### src/rtl/brg_param_pkg.sv
// brg_param_pkg: shared SPART constants and divisor helper for the baud-rate generator
package brg_param_pkg;
  localparam int SPART_DATA_W = 8;
  localparam int SPART_OSR = 16;
  function automatic int calc_div(int clk_hz, int baud);
    return (clk_hz + baud * SPART_OSR / 2) / (baud * SPART_OSR) - 1;
  endfunction
  localparam int DIV_25M_4800 = calc_div(25_000_000, 4800);
  localparam int DIV_25M_9600 = calc_div(25_000_000, 9600);
  localparam int DIV_25M_19200 = calc_div(25_000_000, 19200);
  localparam int DIV_25M_38400 = calc_div(25_000_000, 38400);
  localparam int DIV_50M_4800 = calc_div(50_000_000, 4800);
  localparam int DIV_50M_9600 = calc_div(50_000_000, 9600);
  localparam int DIV_50M_19200 = calc_div(50_000_000, 19200);
  localparam int DIV_50M_38400 = calc_div(50_000_000, 38400);
  localparam int DIV_100M_4800 = calc_div(100_000_000, 4800);
  localparam int DIV_100M_9600 = calc_div(100_000_000, 9600);
  localparam int DIV_100M_19200 = calc_div(100_000_000, 19200);
  localparam int DIV_100M_38400 = calc_div(100_000_000, 38400);
endpackage

### src/rtl/brg_param_if.sv
// brg_param_if: control/load inputs and tick outputs of the baud-rate generator
interface brg_param_if import brg_param_pkg::*; ();
  logic brg_en;
  logic load_low;
  logic load_high;
  logic [SPART_DATA_W-1:0] data_in;
  logic sample_tick;
  logic baud_tick;
  logic brg_ready;
  logic pending;
  modport master(output brg_en, load_low, load_high, data_in, input sample_tick, baud_tick, brg_ready, pending);
  modport slave(input brg_en, load_low, load_high, data_in, output sample_tick, baud_tick, brg_ready, pending);
endinterface

### src/rtl/brg_param_div_cnt.sv
// brg_div_cnt: reloadable down counter with enable and terminal-count flag
module brg_div_cnt #(
  parameter int W = 16,
  parameter logic [W-1:0] RST_VAL = '0
) (
  input  logic         clk,
  input  logic         rst,
  input  logic         i_en,
  input  logic         i_load,
  input  logic [W-1:0] i_load_val,
  output logic         o_tc
);
  logic [W-1:0] r_cnt;
  assign o_tc = (r_cnt == '0);
  // reload takes priority over counting down
  always_ff @(posedge clk)
    if (rst) r_cnt <= RST_VAL;
    else if (i_load) r_cnt <= i_load_val;
    else if (i_en) r_cnt <= r_cnt - 1'b1;
endmodule

### src/rtl/brg_param.sv
// brg_param: baud-rate generator with double-buffered divisor and oversampled ticks
module brg_param import brg_param_pkg::*; #(
  parameter int DIV_W = 16,
  parameter int OSR = SPART_OSR,
  parameter logic [DIV_W-1:0] RESET_DIV = DIV_W'(DIV_50M_19200)
) (
  input logic clk,
  input logic rst,
  brg_param_if.slave bus
);
  localparam int OS_W = $clog2(OSR);
  logic [DIV_W-1:0] r_shadow, r_active, w_reload;
  logic r_wrote_lo, r_wrote_hi, r_sample, r_baud, r_ready;
  logic w_pending, w_run, w_div_tc, w_os_tc, w_tc, w_commit;
  assign w_pending = r_wrote_lo & r_wrote_hi;
  assign w_run = bus.brg_en & (|r_active);
  assign w_tc = w_run & w_div_tc;
  // a zero divisor never reaches terminal count, so a pending shadow commits immediately
  assign w_commit = w_pending & (w_tc | ~|r_active);
  assign w_reload = w_commit ? r_shadow : r_active;
  assign bus.sample_tick = r_sample;
  assign bus.baud_tick = r_baud;
  assign bus.brg_ready = r_ready;
  assign bus.pending = w_pending;
  brg_div_cnt #(.W(DIV_W), .RST_VAL(RESET_DIV)) u_div (
    .clk(clk), .rst(rst), .i_en(w_run), .i_load(w_tc | w_commit), .i_load_val(w_reload), .o_tc(w_div_tc)
  );
  brg_div_cnt #(.W(OS_W), .RST_VAL(OS_W'(OSR - 1))) u_os (
    .clk(clk), .rst(rst), .i_en(w_tc), .i_load(w_tc & w_os_tc), .i_load_val(OS_W'(OSR - 1)), .o_tc(w_os_tc)
  );
  // shadow loads, commit into the active divisor, and registered tick outputs
  always_ff @(posedge clk)
    if (rst) begin
      r_shadow <= RESET_DIV;
      r_active <= RESET_DIV;
      r_wrote_lo <= 1'b0;
      r_wrote_hi <= 1'b0;
      r_sample <= 1'b0;
      r_baud <= 1'b0;
      r_ready <= 1'b0;
    end else begin
      if (bus.load_low) r_shadow[7:0] <= bus.data_in;
      else if (bus.load_high) r_shadow[DIV_W-1:8] <= bus.data_in[DIV_W-9:0];
      r_wrote_lo <= (r_wrote_lo & ~w_commit) | bus.load_low;
      r_wrote_hi <= (r_wrote_hi & ~w_commit) | (bus.load_high & ~bus.load_low);
      if (w_commit) r_active <= r_shadow;
      r_sample <= w_tc;
      r_baud <= w_tc & w_os_tc;
      r_ready <= w_run;
    end
endmodule

### src/flat_wrapper.sv
// flat-port wrapper written by rule: the top's interface ports become plain ports
module brg_param_flat import brg_param_pkg::*;
#(
  parameter int DIV_W = 16,
  parameter int OSR = SPART_OSR,
  parameter logic [DIV_W-1:0] RESET_DIV = DIV_W'(DIV_50M_19200)
)
  (clk, rst, bus_brg_en, bus_load_low, bus_load_high, bus_data_in, bus_sample_tick, bus_baud_tick, bus_brg_ready, bus_pending);
  brg_param_if bus_i ();
  input logic clk;
  input logic rst;
  input wire logic [$bits(bus_i.brg_en)-1:0] bus_brg_en;
  input wire logic [$bits(bus_i.load_low)-1:0] bus_load_low;
  input wire logic [$bits(bus_i.load_high)-1:0] bus_load_high;
  input wire logic [$bits(bus_i.data_in)-1:0] bus_data_in;
  output wire logic [$bits(bus_i.sample_tick)-1:0] bus_sample_tick;
  output wire logic [$bits(bus_i.baud_tick)-1:0] bus_baud_tick;
  output wire logic [$bits(bus_i.brg_ready)-1:0] bus_brg_ready;
  output wire logic [$bits(bus_i.pending)-1:0] bus_pending;
  assign bus_i.brg_en = bus_brg_en;
  assign bus_i.load_low = bus_load_low;
  assign bus_i.load_high = bus_load_high;
  assign bus_i.data_in = bus_data_in;
  assign bus_sample_tick = bus_i.sample_tick;
  assign bus_baud_tick = bus_i.baud_tick;
  assign bus_brg_ready = bus_i.brg_ready;
  assign bus_pending = bus_i.pending;
  brg_param #(.DIV_W(DIV_W), .OSR(OSR), .RESET_DIV(RESET_DIV)) u_core (.clk(clk), .rst(rst), .bus(bus_i));
endmodule
### config.mk
export PLATFORM = sky130hd
export DESIGN_NAME = brg_param_flat
export DESIGN_NICKNAME = d
export VERILOG_FILES = /design/src/rtl/brg_param_pkg.sv /design/src/rtl/brg_param_if.sv /design/src/rtl/brg_param_div_cnt.sv /design/src/rtl/brg_param.sv /design/src/flat_wrapper.sv
export SDC_FILE = /design/constraint.sdc
export NUM_CORES = 1
export LEC_CHECK = 0
export CELL_PAD_IN_SITES_DETAIL_PLACEMENT = 0
export CELL_PAD_IN_SITES_GLOBAL_PLACEMENT = 2
export CORE_MARGIN = 4
export CORE_UTILIZATION = 37
export CTS_BUF_LIST = sky130_fd_sc_hd__clkbuf_2 sky130_fd_sc_hd__clkbuf_4 sky130_fd_sc_hd__clkbuf_8
export CTS_CLUSTER_SIZE = 30
export DETAILED_ROUTE_END_ITERATION = 12
export GPL_TIMING_DRIVEN = 0
export PLACE_DENSITY_LB_ADDON = 0.1
export SYNTH_ARGS = -nofsm -noshare
export SYNTH_HDL_FRONTEND = slang
export SYNTH_SLANG_ARGS = --single-unit
### constraint.sdc
create_clock -name clk -period 2.9 [get_ports clk]
set_input_delay 0.725 -clock clk [delete_from_list [all_inputs] [get_ports clk]]
set_output_delay 0.725 -clock clk [all_outputs]
set_load 0.01 [all_outputs]
* After elaboration in Yosys (flattened, before gate mapping) *
Cells that the tools add are included.

storage, ports and cells
  register bits after elaboration = 57
  logic and storage cells = 36
  output and inout bits = 4

cells by class
  reductions and logical operators = 7
  $add $sub $neg = 2
  mux-type cells = 3
  bitwise logic cells = 14

operators by type and width
  kind                                                                   count
  16-bit two-way mux                                                     3
  16-bit zero test                                                       1
  16-bit OR reduction                                                    1
  16-bit by 1-bit subtractor with 16-bit output (second input constant)  1
  1-bit AND                                                              8
  4-bit zero test                                                        1
  1-bit OR                                                               4
  4-bit by 1-bit subtractor with 4-bit output (second input constant)    1
  1-bit NOT                                                              2
  2-bit AND reduction                                                    1
  2-bit nonzero test                                                     1
  2-bit OR reduction                                                     1
  1-bit zero test                                                        1

* Depth between registers and ports, before layout *
Gate-level depths: netlist of run 1.

  depth in word-level cells = 8
  gate-level depth with buffers = 9
  depth with buffers taken out = 7

* Modules after synthesis *
Synthesis of run 1 repeated with hierarchy kept, for this count alone.

second synthesis, totals
  cells, all modules = 367
  area, all modules = 3210.6 um^2

by module, submodules not included
  module                      cells an instance  instances  area each (um^2)  sequential area each (um^2)
  brg_param                   242                1          2069.5            740.7
  brg_div_cnt (u_core.u_div)  100                1          887.1             320.3
  brg_div_cnt (u_core.u_os)   25                 1          254.0             80.1

* Worst setup path after synthesis of run 1 *
OpenSTA, ideal clock, no wires.

  kind = register to register
  start point = register u_core.u_div.r_cnt[7]
  end point = register u_core.u_div.r_cnt[3]
  data arrival time = 2.218 ns
  cell stages (with the launch flop) = 7
  setup time = 0.134 ns
  required time = 2.766 ns
  period minus slack after synthesis = 2.351 ns
  path slack = 0.549 ns
  buffers on the path = 1
  path through = dfxtp_1 or4_4 or4_1 buf_4 or3_1 a221oi_2 a2111oi_2

on the way
  word-level cells in the longest chain between the ends = 6

ends and longest elaborated chain
  item                                                             RTL line                 text
  start, declared                                                  brg_param_div_cnt.sv:13  logic [W-1:0] r_cnt;
  start signal, assigned                                           brg_param_div_cnt.sv:18  else if (i_load) r_cnt <= i_load_val;
  start signal, assigned                                           brg_param_div_cnt.sv:19  else if (i_en) r_cnt <= r_cnt - 1'b1;
  16-bit zero test (*)                                             brg_param_div_cnt.sv:14  assign o_tc = (r_cnt == '0);
  1-bit AND (*)                                                    brg_param.sv:17          assign w_tc = w_run & w_div_tc;
  1-bit OR                                                         brg_param.sv:19          assign w_commit = w_pending & (w_tc | ~|r_active);
  1-bit AND                                                        brg_param.sv:19
  16-bit two-way mux / 1-bit OR (equally long branches)            --
  16-bit two-way mux / 2-bit nonzero test (equally long branches)  --

Mark *: on every way between the ends. The rest lies on a longest branch, timed or not.
A chain may end at the register's enable or synchronous reset.

* Final worst setup path of run 1 *
  start point = register u_core.r_active[1]
  end point = register u_core.u_div.r_cnt[7]

on the way
  word-level cells in the longest chain between the ends = 7

ends and longest elaborated chain
  item                                                             RTL line                          text
  start, declared                                                  brg_param.sv:12                   logic [DIV_W-1:0] r_shadow, r_active, w_reload;
  start signal, assigned                                           brg_param.sv:46                   if (w_commit) r_active <= r_shadow;
  16-bit OR reduction (*)                                          brg_param.sv:16, brg_param.sv:19
  1-bit AND                                                        brg_param.sv:16                   assign w_run = bus.brg_en & (|r_active);
  1-bit AND                                                        brg_param.sv:17
  1-bit OR                                                         brg_param.sv:19
  1-bit AND                                                        brg_param.sv:19
  16-bit two-way mux / 1-bit OR (equally long branches)            --
  16-bit two-way mux / 2-bit nonzero test (equally long branches)  --

Marks and branches as above.

==> impl_results.md, run 1 <==
* CTS tree: done
* Num CTS Buffers at 9
* CP Data Required Time at 3.13 ns
* Max-slew violations at 0
* Clk buf depth at 2
* Instance count of the mapped netlist at 380
* Clock Latency Late Sink at around 0.34 ns
* Arrival @ worst endpoint at between 2 and 3 ns
* Synth top area share at a little under two fifths
* Pint at 1.201 mW
* Post-synth top area cell: dfxtp_1
* Clk slew on worst S/H paths at roughly 0.07 ns
* Cell count of the worst reg-to-reg path at 6
* DRC violations left at 0
* Reg-to-reg startpoint: u_core.r_active[1]
* Sequential share of the synthesized area at 37.42%
* Initial antenna violation count at 0
* Final Hold Violating Endpoints at 0
* Tot Pwr at roughly 1.7 mW
* Fmax at around 0.36 GHz
* Yosys cell types at 66
* Vias at around 3.0k
* H-tree depth at 3
* Net Count, Synth at 397
* Share of layout cells above drive strength 1 at a little over a tenth
* Period utilization at 95.06%
* Area of the mapped netlist at between 3000 and 4000 um^2
* Nets at roughly 420
* Full die area at just under 10000 um^2
* Area grow syn2layout at 15.06%
* Clock Sinks at 57
* Die Y at just under 100 um
* Via/cell ratio at roughly 5.9
* Worst min-delay path class: flip-flop to flip-flop
* Ys async rst share at 0%
* Clock Tree Root: clkbuf_8
* Setup TNS Final at 0 ns
* Synthesis Warnings at 0
* Post-route ant nets at 0
* Syn avg cell area at about 8 um^2
* Worst Max-Slew Pin Slew at just over 0.7 ns
* Crit-path max FO at 10
* Top-Level Pins at 17
* Gr ovfl total at 0
* Status: finished, final reports clean
* Power density over the cells at 479.4 nW/um^2
* Die width at 98.78 um
* Logic pwr share at a little under an eighth
* IO Port Bufs at 15
* Fin Hold WS at 0.4677 ns
* Largest net degree at the start of global routing at 11
* Startpoint types: flip-flop
* Post-synth EDFFs at 0
* WS Path Type: flip-flop to flip-flop
* Predominant post-synthesis flop cell: dfxtp_1
* Max-cap violations at 0
* Crit. End Element: flip-flop
* Vias in the first global route at about 3.0k
* Initial DRC count at approximately 230
* RR Endpoint: u_core.u_div.r_cnt[7]
* Unrepaired setup endpoints after global routing: false
* All-Layer GR Usage at between 20% and 30%
* Relative slew slack at between 50% and 60%
* # rows at 32
* Leakage at ~1.2 nW
* R2R Setup Slk at 0.14 ns
* First-pass iteration count of the detailed router at 5
* Sw Ratio at 28.57%
* Clock share of power at approximately two fifths
* Synth area leaders: dfxtp_1 37%, nand2_1 7.1%, a21oi_1 5.4%
* Final min period at between 2 and 3 ns
* Net Sw Power at between 0.4 and 0.5 mW
* Seq cells post-synth at between 50 and 60
* Detailed Route WL at between 10000 and 15000 um
* HPWL after DPL at 7360 um
* WHS Path Cells at 2
* GPL Wtd Cong at between 0.8 and 0.9
* Setup Viol. Count Final at 0
* Max rail drop VDD at between 0.0002 and 0.00025 V
* Clock Skew at approximately 0.011 ns
* Avg WL per Cell at 19.92 um
* Initial Utilization at ~39%
* Floorplan core area at 7888 um^2
* Core Util, Final at around 44%
* Antenna Diode Count at 0
* First-pass GRT wire length at 16240 um
* Sequential power share at ~49%
* Hold EP: u_core.r_active[9]
* Hold Crit Start: u_core.r_shadow[9]
## layer usage
| layer | GRT usage [%] | up-vias | wire [um] |
|---|---|---|---|
| met3 | 6.440 | 19 | 781 |
| li1 | - | 1457 | - |
| met1 | 28.35 | 1441 | 4610 |
| met4 | 7.353 | 0 | 235 |
| met5 | 0 | - | 0 |
| met2 | 33.37 | 121 | 4573 |
## worst max path at each step
stage	from	endpoint	slack, ns	cells past startpoint
2_1_floorplan	u_core.u_div.r_cnt[7]	u_core.u_div.r_cnt[3]	0.55	6
3_3_place_gp	u_core.u_div.r_cnt[4]	u_core.u_div.r_cnt[13]	0.02	8
3_5_place_dp	u_core.u_div.r_cnt[4]	u_core.u_div.r_cnt[13]	0.01	8
4_1_cts	u_core.r_wrote_hi	bus_pending	0.03	4
5_1_grt	u_core.r_active[1]	u_core.u_div.r_cnt[7]	0.03	6
6_report	u_core.r_active[1]	u_core.u_div.r_cnt[7]	0.14	6
## Yosys cell counts, types with 4 or more instances
library cell	n
ha_1	4
o21ai_0	11
nor2b_1	5
nor4_1	7
a211oi_1	4
nand2_1	58
clkbuf_1	16
a31oi_1	4
a21oi_1	33
mux2i_1	8
dfxtp_1	57
buf_1	6
and3_1	6
nand4_1	5
or4_1	9
nand2b_1	4
a211o_1	4
buf_2	6
nor3_1	13
nor2_1	34
inv_1	9
or3_1	7
o211ai_1	4
## worst max-delay path, cell delays in order, from the launching register on
cell	delay (ns)
dfxtp_1	0.35
or4_1	0.59
o41ai_1	0.52
buf_2	0.37
a21boi_1	0.44
a311oi_1	0.09
o32a_1	0.30
## sequential cells by signal, summed over array words and instances (netlist names)
name                    flops
u_core.u_div.r_cnt         16
u_core.bus.brg_ready        1
u_core.r_wrote_hi           1
u_core.r_wrote_lo           1
u_core.bus.sample_tick      1
u_core.r_shadow            16
u_core.u_os.r_cnt           4
u_core.r_active            16
u_core.bus.baud_tick        1
## cell type report
type	count	area, um^2
plain buffers	30	133.9
clock buffers	10	137.6
clock inverters	5	32.53
fillers	823	4379
inverters	10	37.54
multi-input cells	283	1748
flip-flops and latches	57	1141
well taps	102	127.6
repair buffers	15	150.1
## metrics by stage
| stage | instance area (um^2) | worst slack, ns | cells |
|---|---|---|---|
| 2_1_floorplan | 3049 | 0.5488 | 380 |
| 3_3_place_gp | 3327 | 0.02287 | 497 |
| 3_5_place_dp | 3327 | 0.01351 | 497 |
| 4_1_cts | 3506 | 0.03472 | 512 |
| 5_1_grt | 3508 | 0.03141 | 512 |
| 6_report | 3508 | 0.1432 | 512 |
## cell families (layout without fill, tap and decap cells)
family | count (synthesis) | after routing | share of synthesized area, %
compound gates | 104 | 104 | 24.87
xor+xnor | 1 | 1 | 0.2873
fa+ha+maj | 4 | 4 | 1.641
buf+inv | 40 | 70 | 5.540
flops | 57 | 57 | 37.42
mux | 8 | 8 | 2.626
simple gates | 166 | 166 | 27.62
## what timing repair did
item,CTS,global route
gates resized for setup,1,4
pin swaps,0,0
endpoints found under the setup margin,2,3
endpoints found under the hold margin,0,0
hold buffers,0,0
buffers inserted,0,0
## power groups by stage
stage / clock, mW / sequential [mW] / combinational (mW)
floorplan: 0 / 0.840 / 0.121
CTS: 0.671 / 0.830 / 0.189
detailed placement: 0 / 0.847 / 0.187
finish: 0.661 / 0.830 / 0.191
global route: 0.708 / 0.833 / 0.209
global placement: 0 / 0.847 / 0.189
## cell usage in the layout (no fill, tap or decap), types with 8 or more instances in the layout
cell and count:
dfxtp_1 57, inv_1 9, a21oi_1 33, clkbuf_8 10, o21ai_0 11, nor2_1 34, nand2_1 58, nor3_1 13
clkbuf_1 14, or4_1 9, mux2i_1 8, clkdlybuf4s50_1 15
Power figures use the tool's default switching activity.
==> inputs of run 2 (changes only) <==
--- a/config.mk
+++ b/config.mk
@@ -7,10 +7,9 @@
 export LEC_CHECK = 0
 export CELL_PAD_IN_SITES_DETAIL_PLACEMENT = 0
 export CELL_PAD_IN_SITES_GLOBAL_PLACEMENT = 2
-export CORE_MARGIN = 4
 export CORE_UTILIZATION = 37
 export CTS_BUF_LIST = sky130_fd_sc_hd__clkbuf_2 sky130_fd_sc_hd__clkbuf_4 sky130_fd_sc_hd__clkbuf_8
-export CTS_CLUSTER_SIZE = 30
+export CTS_CLUSTER_SIZE = 40
 export DETAILED_ROUTE_END_ITERATION = 12
 export GPL_TIMING_DRIVEN = 0
 export PLACE_DENSITY_LB_ADDON = 0.1
==> impl_results.md, run 2 (synthesis gave the netlist of run 1 again) <==
* Status: finished, final reports clean
* All-Layer GR Usage at 26.18%
* Fillcell total at 853
* Power density over the cells at slightly above 500 nW/um^2
* DRC violations left at 0
* CP Cell Sequence: or4_1 -> o41ai_2 -> buf_2 -> a21boi_1 -> a311oi_1 -> o32a_1
* Regs by FF count: u_core.r_active: 16 flops, u_core.r_shadow: 16 flops, u_core.u_div.r_cnt: 16 flops
* Initial antenna violation count at 0
* Post-route ant nets at 0
* Max-slew violations at 0
* Startpoint types: flip-flop
* Initial Utilization at approximately two fifths
* Via/cell ratio at ~6.0
* Clock Sinks at between 50 and 60
* Worst min-delay path class: flip-flop to flip-flop
* Leakage at 1.227 nW
* Fmax at around 0.36 GHz
* Initial DRC count at between 200 and 250
* R2R Setup Slk at 0.14 ns
* Die width at between 90 and 100 um
* Vias at ~3k
* GPL Wtd Cong at 0.8391
* WS Path Type: flip-flop to flip-flop
* Floorplan core area at 7848 um^2
* IO Port Bufs at 15
* Largest net degree at the start of global routing at 12
* First-pass GRT wire length at ~17000 um
* Post-CTS Setup Bufs at 0
* Clock Skew at 0.01135 ns
* Crit-path max FO at 10
* Die Y at about 90 um
* CP max stage cell: or4_1
* Period utilization at a little over nine tenths
* First-pass iteration count of the detailed router at 5
* Relative slew slack at about half
* Crit-path leading delay family: compound AO/OA/AOI/OAI gates
* H-tree depth at 3
* Gr ovfl total at 0
* Final Hold Violating Endpoints at 0
* DP Area at around 3300 um^2
* Arrival @ worst endpoint at roughly 3 ns
* Setup TNS Final at 0 ns
* Max incr delay on CP at 0.61 ns
* HPWL after DPL at about 7500 um
* Unrepaired setup endpoints after global routing: false
* Num CTS Buffers at 9
* CP Data Required Time at about 3.2 ns
* Crit. End Element: flip-flop
* Cts hold-fix bufs at 0
* Top-Level Pins at 17
* Post-cts resize count at 2
* Nets at approximately 420
* Area grow syn2layout at 16.45%
* Clock Tree Root: clkbuf_8
* Detailed Route WL at ~10000 um
* Final min period at 2.759 ns
* Antenna Diode Count at 0
* Vias in the first global route at 3026
* Commonest cells after routing, fill and taps aside: 58 x nand2_1, 57 x dfxtp_1, 34 x nor2_1
* Commonest non-fill, non-tap cell in the layout: nand2_1
* Full die area at approximately 8600 um^2
* Setup Viol. Count Final at 0
* Avg WL per Cell at 20.24 um
* # rows at 32
* Fin Hold WS at between 0.4 and 0.5 ns
* Worst path buffer plus inverter count at 1
* Share of layout cells above drive strength 1 at 10.95%
* Post-route cell area at around 3600 um^2
* Max rail drop VDD at 0.0002020 V
* Max-cap violations at 0
* Worst Max-Slew Pin Slew at 0.7317 ns
* Clk slew on worst S/H paths at ~0.08 ns
* CTS tree: done
* Clk buf depth at 2
* Clock Latency Late Sink at approximately 0.35 ns
[run 2: changes by cell type in the layout (fill, tap and decap cells not counted), sizes merged]
cell      change
bufinv        +1
clkinv        +1
clkinvlp      -1
[run 2: where the power goes]
group | internal (mW) | switching, mW | leakage (nW)
registers | 0.807 | 0.0242 | 0.465
clock network | 0.421 | 0.368 | 0.0985
logic | 0.0701 | 0.122 | 0.663
[run 2: through the flow]
step           total power [mW]  setup WS (ns)  utilization [%]  instances
3_3_place_gp              1.037       -0.04797            42.39        497
5_1_grt                   1.898        0.05362            45.25        513
6_report                  1.813         0.1415            45.25        513
2_1_floorplan            0.9610         0.5488                -        380
4_1_cts                   1.817        0.08983            45.14        513
3_5_place_dp              1.037       0.003962            42.39        497
[run 2: layout make-up]
class	count	area [um^2]	share of cell area, %
multi-input cells	283	1755	49.44
well taps	102	127.6	3.594
repair buffers	15	150.1	4.228
inverters	10	37.54	1.057
clock buffers	10	137.6	3.876
flip-flops and latches	57	1141	32.14
plain buffers	30	133.9	3.770
clock inverters	6	67.56	1.903
[run 2: final timing paths]
kind / startpoint / endpoint / cells past startpoint
worst max-delay path: u_core.r_active[1] / u_core.u_div.r_cnt[7] / 6
worst min-delay path: u_core.r_shadow[15] / u_core.r_shadow[15] / 2
worst max register to register: u_core.r_active[1] / u_core.u_div.r_cnt[7] / 6
worst min register to register: u_core.r_shadow[15] / u_core.r_shadow[15] / 2
[run 2: worst reg2reg max path, cell delays in order, from the launching register on]
cell	delay [ns]
dfxtp_1	0.35
or4_1	0.61
o41ai_2	0.51
buf_2	0.36
a21boi_1	0.41
a311oi_1	0.12
o32a_1	0.30
[run 2: metal layers]
layer	GRT usage, %	up-vias	part of all wire, %
met5	0	-	0
met3	6.897	24	5.8
met1	34.57	1488	46
met4	11.15	0	2.4
met2	40.01	108	46
li1	-	1467	-
==> inputs of run 3 (changes only) <==
--- a/config.mk
+++ b/config.mk
@@ -7,8 +7,7 @@
 export LEC_CHECK = 0
 export CELL_PAD_IN_SITES_DETAIL_PLACEMENT = 0
 export CELL_PAD_IN_SITES_GLOBAL_PLACEMENT = 2
-export CORE_UTILIZATION = 37
-export CTS_BUF_LIST = sky130_fd_sc_hd__clkbuf_2 sky130_fd_sc_hd__clkbuf_4 sky130_fd_sc_hd__clkbuf_8
+export CORE_UTILIZATION = 36
 export CTS_CLUSTER_SIZE = 40
 export DETAILED_ROUTE_END_ITERATION = 12
 export GPL_TIMING_DRIVEN = 0
==> impl_results.md, run 3 (synthesis gave the netlist of run 1 again) <==
* Largest net degree at the start of global routing at 13
* Pint at ~1.4 mW
* Sequential power share at roughly 44%
* Setup Viol. Count Final at 0
* Fmax at between 0.3 and 0.4 GHz
* Max-cap violations at 0
* Post-CTS Setup Bufs at 0
* Vias in the first global route at ~2.8k
* Die Y at approximately 94 um
* Gr ovfl total at 0
* Status: finished, final reports clean
* Crit. End Element: output pin
* Antenna Diode Count at 0
* Full die area at between 8000 and 9000 um^2
* Initial DRC count at 199
* Num CTS Buffers at 9
* Initial Utilization at 37.11%
* Arrival @ worst endpoint at between 2 and 2.5 ns
* First-pass GRT wire length at roughly 16000 um
* Post-route ant nets at 0
* Max rail drop VDD at 0.0002075 V
* Sw Ratio at about 28%
* Clock Sinks at 57
* Clock Tree Root: clkbuf_8
* Fin worst setup slack at 0.1311 ns
* Net Sw Power at 0.5253 mW
* Dpl cells at 500
* CP Data Required Time at approximately 2.2 ns
* Detailed Route WL at around 10000 um
* Avg WL per Cell at between 20 and 25 um
* DP Area at 3331 um^2
* Clock Skew at 0.01372 ns
* All-Layer GR Usage at ~25%
* GPL Wtd Cong at ~0.84
* Vias at approximately 3k
* Area grow syn2layout at 17.11%
* Multi-input gate area at 1752 um^2
* Worst Max-Slew Pin Slew at a little under 0.7 ns
* Relative slew slack at 54.67%
* Crit-path max FO at 10
* Worst path buffer plus inverter count at 3
* Commonest cells after routing, fill and taps aside: 58 x nand2_1, 57 x dfxtp_1, 34 x nor2_1
* Non-Filler Instances at around 520
* Final min period at 2.769 ns
* Max-slew violations at 0
* HPWL after DPL at approximately 7500 um
* Regs by FF count: u_core.r_active: 16 flops, u_core.r_shadow: 16 flops, u_core.u_div.r_cnt: 16 flops
* Crit-path leading delay family: buffers and inverters
* Via/cell ratio at 5.800
* Met2 Resource Use GR at approximately two fifths
* Met3 GRT Util at about 4.4%
* Die width at about 94 um
* Commonest non-fill, non-tap cell in the layout: nand2_1
* H-tree depth at 3
* CP Cell Sequence: nand2_1 -> clkinv_1 -> clkbuf_2 -> clkdlybuf4s50_1
* Core Util, Final at a little over two fifths
* DRC violations left at 0
* Final Hold Violating Endpoints at 0
* Pre-CTS setup slack at approximately 0.044 ns
* Power density over the cells at 530.0 nW/um^2
* Tot Pwr at around 1.9 mW
* Period utilization at approximately 95%
* Initial antenna violation count at 0
* Nets at between 400 and 500
* Met1 Resource Use GR at between 30% and 40%
* Startpoint types: flip-flop
* CP max stage cell: clkdlybuf4s50_1
* Leakage at 1.232 nW
* First-pass iteration count of the detailed router at 5
* Most used routing layer: met2
* Post-route cell area at about 3600 um^2
* WS Path Type: flip-flop to output pin
* Fillcell total at 863
* Floorplan core area at about 8200 um^2
* Max incr delay on CP at 0.53 ns
* Setup TNS Final at 0 ns
* CTS tree: done
* # rows at 33
* Top-Level Pins at 17
* Share of layout cells above drive strength 1 at 10.95%
* IO Port Bufs at 15
* Logic pwr share at between 10% and 20%
* Worst min-delay path class: flip-flop to flip-flop
* Clock share of power at 46.0%
* Fin Hold WS at 0.4700 ns
* Clk buf depth at 2
* FF/Latch Area at roughly 1100 um^2
* Clk slew on worst S/H paths at about 0.070 ns
* Clock Latency Late Sink at roughly 0.36 ns
* Unrepaired setup endpoints after global routing: false
## run 3: cell types whose count changed in the layout (fill, tap and decap cells not counted)
cell	change
o41ai_2	-1
bufinv_16	+1
o41ai_1	+1
clkbuf_8	-1
a21boi_2	+1
inv_6	+2
clkinv_4	-1
clkinv_2	-1
a21boi_1	-1
## run 3: worst reg2reg max path, cell delays in order (launching register included)
cell and delay [ns]:
dfxtp_1 0.34, or4_1 0.59, o41ai_1 0.58, buf_2 0.36, a21boi_2 0.34, a311oi_1 0.09
o32a_1 0.30
## run 3: final timing paths
path	start	to	slack [ns]	cells past startpoint
worst max register to register	u_core.r_active[1]	u_core.u_div.r_cnt[7]	0.17	6
worst max-delay path	u_core.r_wrote_lo	bus_pending	0.13	4
worst min register to register	u_core.r_active[8]	u_core.r_active[8]	0.47	2
worst min-delay path	u_core.r_active[8]	u_core.r_active[8]	0.47	2
## run 3: layer usage
layer	up-vias	wire (um)
met5	-	0
met4	0	192
met3	17	547
met2	98	4747
met1	1418	4887
li1	1460	-
## run 3: layout make-up
cell class                      count  share of cell area, %
Buffer                             30                  3.749
Tap cell                          105                  3.679
Clock buffer                        9                  3.469
Inverter                           10                  1.051
Multi-Input combinational cell    283                  49.05
Sequential cell                    57                  31.96
Clock inverter                      7                  2.838
Timing Repair Buffer               15                  4.205
## run 3: power groups by stage
stage	logic, mW	clock network, mW	registers [mW]
final	0.193	0.871	0.829
after global routing	0.210	0.922	0.833
after CTS	0.189	0.890	0.829
after detailed placement	0.188	0	0.847
after global placement	0.190	0	0.847
after floorplan	0.121	0	0.840
## run 3: timing repair
| item | 4_1_cts | 5_1_grt |
|---|---|---|
| hold buffers | 0 | 0 |
| setup endpoints to repair | 1 | 9 |
| pin swaps | 0 | 0 |
| gates resized for setup | 1 | 4 |
